[src/rtl/eta2_error_monitor.sv]
// ETA2 approximate-adder error monitor. Two-stage valid/ready pipeline that
// compares the ETA2 sum against the exact sum and accumulates error statistics.
module eta2_error_monitor #(
  parameter int CNT_W = 32,
  parameter int ACC_W = 48
) (
  input  logic             clk,
  input  logic             rst_n,
  input  logic             in_valid,
  output logic             in_ready,
  input  logic [15:0]      a,
  input  logic [15:0]      b,
  input  logic             cin,
  input  logic             clear,
  output logic             out_valid,
  input  logic             out_ready,
  output logic [16:0]      approx_sum,
  output logic [16:0]      exact_sum,
  output logic [16:0]      err_dist,
  output logic             err_flag,
  output logic [CNT_W-1:0] sample_cnt,
  output logic [CNT_W-1:0] err_cnt,
  output logic [16:0]      max_ed,
  output logic [ACC_W-1:0] sum_ed
);

  localparam logic [CNT_W-1:0] CNT_MAX = '1;
  localparam logic [ACC_W-1:0] ACC_MAX = '1;

  logic        s1_valid;
  logic [16:0] s1_approx;
  logic [16:0] s1_exact;
  logic        s1_load;
  logic        s2_load;
  logic        out_xfer;
  logic [4:0]  carry;
  logic [15:0] y;
  logic [16:0] approx_c;
  logic [16:0] exact_c;
  logic [16:0] dist_c;
  logic [ACC_W:0] sum_next;

  // Each block's carry into the next comes only from its own a+b, never rippled.
  always_comb begin
    logic [4:0] blk;
    blk   = '0;
    carry = {4'b0, cin};
    y     = '0;
    for (int k = 0; k < 4; k++) begin
      blk          = {1'b0, a[4*k +: 4]} + {1'b0, b[4*k +: 4]};
      carry[k+1]   = blk[4];
      y[4*k +: 4]  = blk[3:0] + {3'b0, carry[k]};
    end
  end

  assign approx_c = {carry[4], y};
  assign exact_c  = {1'b0, a} + {1'b0, b} + {16'b0, cin};
  assign dist_c   = (s1_exact >= s1_approx) ? (s1_exact - s1_approx) : (s1_approx - s1_exact);

  assign out_xfer = out_valid && out_ready;
  assign s2_load  = s1_valid && (!out_valid || out_ready);
  assign in_ready = !s1_valid || !out_valid || out_ready;
  assign s1_load  = in_valid && in_ready;
  assign sum_next = {1'b0, sum_ed} + {{(ACC_W-16){1'b0}}, err_dist};

  always_ff @(posedge clk) begin
    if (!rst_n) begin
      s1_valid  <= 1'b0;
      s1_approx <= '0;
      s1_exact  <= '0;
    end else if (s1_load) begin
      s1_valid  <= 1'b1;
      s1_approx <= approx_c;
      s1_exact  <= exact_c;
    end else if (s2_load) begin
      s1_valid  <= 1'b0;
    end
  end

  always_ff @(posedge clk) begin
    if (!rst_n) begin
      out_valid  <= 1'b0;
      approx_sum <= '0;
      exact_sum  <= '0;
      err_dist   <= '0;
      err_flag   <= 1'b0;
    end else if (s2_load) begin
      out_valid  <= 1'b1;
      approx_sum <= s1_approx;
      exact_sum  <= s1_exact;
      err_dist   <= dist_c;
      err_flag   <= (dist_c != 17'd0);
    end else if (out_xfer) begin
      out_valid  <= 1'b0;
    end
  end

  // Statistics count delivered results only; clear takes priority over counting.
  always_ff @(posedge clk) begin
    if (!rst_n || clear) begin
      sample_cnt <= '0;
      err_cnt    <= '0;
      max_ed     <= '0;
      sum_ed     <= '0;
    end else if (out_xfer) begin
      sample_cnt <= (sample_cnt == CNT_MAX) ? sample_cnt : sample_cnt + CNT_W'(1);
      if (err_flag && (err_cnt != CNT_MAX))
        err_cnt <= err_cnt + CNT_W'(1);
      if (err_dist > max_ed)
        max_ed <= err_dist;
      sum_ed <= sum_next[ACC_W] ? ACC_MAX : sum_next[ACC_W-1:0];
    end
  end

endmodule

[config.mk]
export PLATFORM = sky130hd
export DESIGN_NAME = eta2_error_monitor
export DESIGN_NICKNAME = d
export VERILOG_FILES = /design/src/rtl/eta2_error_monitor.sv
export SDC_FILE = /design/constraint.sdc
export NUM_CORES = 1
export LEC_CHECK = 0
export BUFFER_PORTS_ARGS = -buffer_cell sky130_fd_sc_hd__buf_2
export CORE_MARGIN = 2
export CORE_UTILIZATION = 55
export DETAILED_ROUTE_END_ITERATION = 10
export HOLD_SLACK_MARGIN = 0.02
export PLACE_DENSITY = 0.89
export SYNTH_ARGS = -nofsm -noshare
export SYNTH_HDL_FRONTEND = slang
export SYNTH_SLANG_ARGS = --single-unit
[constraint.sdc]
create_clock -name clk -period 4.42 [get_ports clk]
set_input_delay 0.442 -clock clk [delete_from_list [all_inputs] [get_ports clk]]
set_output_delay 0.442 -clock clk [all_outputs]
set_load 0.005 [all_outputs]
## Word-level counts from Yosys, hierarchy flattened

Cells that the tools add are included.

| operators by class | value |
|---|---|
| add/sub/neg operators | 15 |
| order comparisons | 2 |
| equality and inequality tests | 2 |
| mux-type cells | 6 |
| bitwise gates (word level) | 1 |
| reduce and logical (&&, ||, !) cells | 17 |

Operator list:

| cell | number |
|---|---|
| adder 32 x 1 -> 32 bit (second input constant) | 2 |
| adder 48 x 17 -> 49 bit | 1 |
| 2-to-1 mux 48 bit | 1 |
| subtractor 17 bit | 2 |
| equality test 32 bit (second input constant) | 1 |
| != test 32 bit (second input constant) | 1 |
| adder 4 x 4 -> 5 bit | 4 |
| adder 16 x 16 -> 17 bit | 1 |
| adder 17 x 1 -> 17 bit | 1 |
| >= comparator 17 bit | 1 |
| > comparator 17 bit | 1 |
| 2-to-1 mux 17 bit | 1 |
| nonzero test 17 bit | 1 |
| adder 4 x 1 -> 4 bit | 4 |
| AND reduction 2 bit | 3 |
| logical AND 1 bit | 4 |
| logical OR 1 bit | 4 |
| 2-to-1 mux 1 bit | 4 |
| nonzero test 2 bit | 2 |
| logical NOT 1 bit | 3 |
| inverter 1 bit | 1 |

| word-level totals | value |
|---|---|
| bits in registers | 217 |
| output and inout port bits | 183 |
| logic and storage cells | 55 |

## Longest topological paths before layout

| logic depth | value |
|---|---|
| depth in word-level cells | 5 |
| mapped depth | 14 |

## Worst setup path before layout

No wires, ideal clock.

| timing path | value |
|---|---|
| path type | register -> register |
| start point | register s1_approx[1] |
| end point | register err_flag |
| setup time | 0.128 ns |
| data arrival time | 3.136 ns |
| required time | 4.292 ns |
| slack | 1.156 ns |
| cell stages (with the launch flop) | 13 |
| clock period less this slack | 3.264 ns |
| path through | dfxtp_1 -> inv_1 -> ha_1 -> nor3_1 -> o21ai_1 -> o311a_4 -> o21a_4 -> or3_1 -> and3_1 -> or4b_1 -> nor4b_1 -> and4bb_1 -> a31oi_1 |

| between the ends | value |
|---|---|
| word-level cells in the longest chain between the ends | 3 |
| elaborated cells between the ends (all ways) | 5 |
| classes of those cells | add/sub (2); order compare (1); mux (1); reduce/logical (1) |

RTL lines:

| item | RTL line | source |
|---|---|---|
| start: declaration | 31 | `logic [16:0] s1_approx;` |
| start signal: assignment | 73 | `s1_approx <= approx_c;` |
| subtractor 17 bit or >= comparator 17 bit (tied branches) | 58 | `assign dist_c = (s1_exact >= s1_approx) ? (s1_exact - s1_approx) : (s1_approx - s1_exact);` |
| 2-to-1 mux 17 bit (*) | 58 |  |
| nonzero test 17 bit (*) | 92 | `err_flag <= (dist_c != 17'd0);` |
| end signal: assignment | 92 |  |
| end: declaration | 20 | `output logic err_flag,` |

Every way passes the cells marked *; elsewhere a longest branch is shown, timed or not.
A chain may end at the register's enable or synchronous reset.

## Final worst setup path

| timing path | value |
|---|---|
| start point | register sum_ed[1] |
| end point | register sum_ed[1] |

| between the ends | value |
|---|---|
| word-level cells in the longest chain between the ends | 2 |

RTL lines:

| item | RTL line | source |
|---|---|---|
| start: declaration | 24 | `output logic [ACC_W-1:0] sum_ed` |
| start signal: assignment | 111 | `sum_ed <= sum_next[ACC_W] ? ACC_MAX : sum_next[ACC_W-1:0];` |
| adder 48 x 17 -> 49 bit | 64 | `assign sum_next = {1'b0, sum_ed} + {{(ACC_W-16){1'b0}}, err_dist};` |
| 2-to-1 mux 48 bit | 111 |  |

Every way passes these cells.

==> summary.md <==
| Metric | Value |
|---|---|
| LEAKAGE | 6.21 nW |
| R2R cell count | 11 |
| Antenna cells | 0 |
| Synthesized area | 12100 um^2 |
| Cell Pwr Density | 367 nW/um^2 |
| Dpl cell area | 13400 um^2 |
| Number of synthesized register bits | 213 |
| Die area | 23200 um^2 |
| Multi-input gate area | 7320 um^2 |
| Hold buffers post-CTS | 0 |
| Critical path launch point type | flop |
| Final instance area | 14100 um^2 |
| CTS tree | done |
| Min Hold Slack | 241 ps |
| Synth-to-layout area growth | 16.8% |
| Status | complete, no violations |
| Post-synthesis sequential area ratio | 35.3% |
| Drt wl/cell | 16.7 um |
| Final net count | 1799 |
| Worst Hold Launch | in_valid |
| Maximum VDD drop | 0.270 mV |
| Reg clk slew, reported paths | 60 ps |
| Clock latency on the worst-skew pair | 510 ps |
| R2r setup slk | 760 ps |
| Max-Cap Viols | 0 |
| Unrepaired setup endpoints after global routing | no |
| Yosys cell types | 70 |
| Initial DRT Pass Iterations | 6 |
| Worst min-delay path category | in2reg |
| Asr flop ratio synth | 0% |
| Clock skew | 12.2 ps |
| Top FF cell, synth | dfxtp_1 |
| TritonCTS buffer count | 23 |
| CTS sink cnt | 213 |
| Via count of the first global-routing pass | 10705 |
| Final HPWL from detailed placement | 23.9 mm |
| Deepest clock path buffer count | 3 |
| Final hold vios | 0 |
| Worst Hold Depth | 3 |
| Final min period | 3660 ps |
| Share of layout cells above drive strength 1 | 17.0% |
| Post-route DRC | 0 |
| Die H | 152 um |
| First-pass GRT wire length | 52.7 mm |
| Worst-margin pin slew | 1190 ps |
| Number of enable flip-flop cells after synthesis | 0 |
| Aggregate global routing overflow | 0 |
| Postcts setup bufs | 0 |
| Largest net degree at the start of global routing | 82 |
| Worst endpoint data arrival time | 4010 ps |
| IO Port Bufs | 218 |
| Fillcell total | 1758 |
| Layout Utilization | 65.1% |
| WS Path Type | reg2reg |
| Die width | 152 um |
| Dpl ws | 816 ps |
| DRT iter0 DRCs | 750 |
| Worst path required time | 4770 ps |
| CTS resizes | 0 |
| Initial Util | 55.7% |
| Slew margin rel. | 20.3% |
| Leading post-synthesis cells by cell area | dfxtp_1 (35%), ha_1 (9.4%), a21oi_1 (6.1%) |
| Cell row count | 54 |
| Setup tns final | 0 ps |
| Detailed-route wire length | 32.6 mm |
| Syn. warnings | 0 |
| CP startpoint | sum_ed[1] |
| Via count | 11326 |
| Worst Path Max Fanout | 18 |
| Syn Area/Cell | 8.22 um^2 |
| Root Buffer Master | clkbuf_16 |
| Post-synth top area cell | dfxtp_1 |
| Routability cong. | 0.915 |
| Slew Viols, Final | 0 |
| Crit end category | flop |
| Antenna-violating nets left | 0 |
| Tot GR Track Use | 26.8% |
| Max frequency | 273 MHz |
| Ports | 221 |
| R2R Path Start | sum_ed[1] |
| Core area | 21700 um^2 |
| Post-synthesis cell count | 1470 |
| Via/cell ratio | 5.78 |
| Antenna violations before repair | 0 |
| FF+latch area | 4260 um^2 |
| Finish-stage setup viols | 0 |
| Setup WS post-layout | 764 ps |
| Final period util | 82.7% |
| H-tree depth | 1 |
| Synth top area share | 35.3% |
[cells in the final DEF (no fill, tap or decap), drive strengths merged, types with 6 or more instances in the layout]
cell and n:
buf 230, dfxtp 213, nand2 179, a21oi 150
nor2 142, ha 91, inv 74, xnor2 66
xor2 62, o21ai 56, nand3 45, clkbuf 37
nor3 30, mux2i 29, a21o 27, nand4 24
and3 23, a211oi 19, o21a 18, a31oi 13
and4 12, and2 12, or3 12, nor4 11
o211ai 8, nor2b 8, fa 7, o21bai 6
[power by group]
group | internal [mW] | switching (mW)
sequential | 1.99 | 0.0886
combinational | 0.501 | 0.720
clock | 1.12 | 0.768
[through the flow]
stage / instances / total power, mW
floorplan: 1472 / 2.98
global placement: 1918 / 3.29
detailed placement: 1918 / 3.31
CTS: 1958 / 5.20
global route: 1958 / 5.42
finish: 1958 / 5.18
[kinds of logic after synthesis]
logic type | synth area share (%)
simple gates | 20.3
compound gates | 17.5
flops | 35.3
buf+inv | 4.43
xor+xnor | 9.28
fa+ha+maj | 10.6
mux | 2.59
other cells | 0.0310
[worst max-delay path, cell delays in order, from the launching register on]
cell	delay, ps
dfxtp_1	360
fa_1	440
a21o_1	170
a21oi_1	240
o21ai_0	150
a41o_1	310
a2111oi_0	530
nor3_1	210
nor3b_2	240
nand2_1	490
buf_4	280
a31oi_1	80
[Yosys cell counts, drive strengths merged, types with 19 or more instances]
cell type,instances
a211oi,19
a21o,27
a21oi,150
and3,23
clkbuf,53
dfxtp,213
ha,91
inv,73
mux2i,29
nand2,179
nand3,45
nand4,24
nor2,142
nor3,30
o21ai,56
xnor2,66
xor2,62
[cell type report]
class | count | area share, %
Clock inverter | 3 | 0.310
Tap cell | 280 | 2.48
Sequential cell | 213 | 30.2
Timing Repair Buffer | 230 | 8.37
Clock buffer | 37 | 4.87
Multi-Input combinational cell | 1122 | 51.8
Inverter | 73 | 1.94
[sequential cells by signal (all words and copies together), names as in the netlist]
name        flops
sample_cnt     32
out_valid       1
s1_valid        1
exact_sum      16
sum_ed         48
s1_exact       16
max_ed         16
err_dist       16
err_flag        1
approx_sum     17
err_cnt        32
s1_approx      17
[final timing paths]
kind / endpoint
hold reg to reg: approx_sum[16]
hold / removal: s1_valid
setup reg to reg: sum_ed[1]
setup / recovery: sum_ed[1]
[layer usage]
metal | GRT usage (%) | share of wire, %
met3 | 4.10 | 7.6
met4 | 7.03 | 2.2
met1 | 35.4 | 42
met5 | 0 | 0
met2 | 45.9 | 48
(Power assumes the default switching activity.)
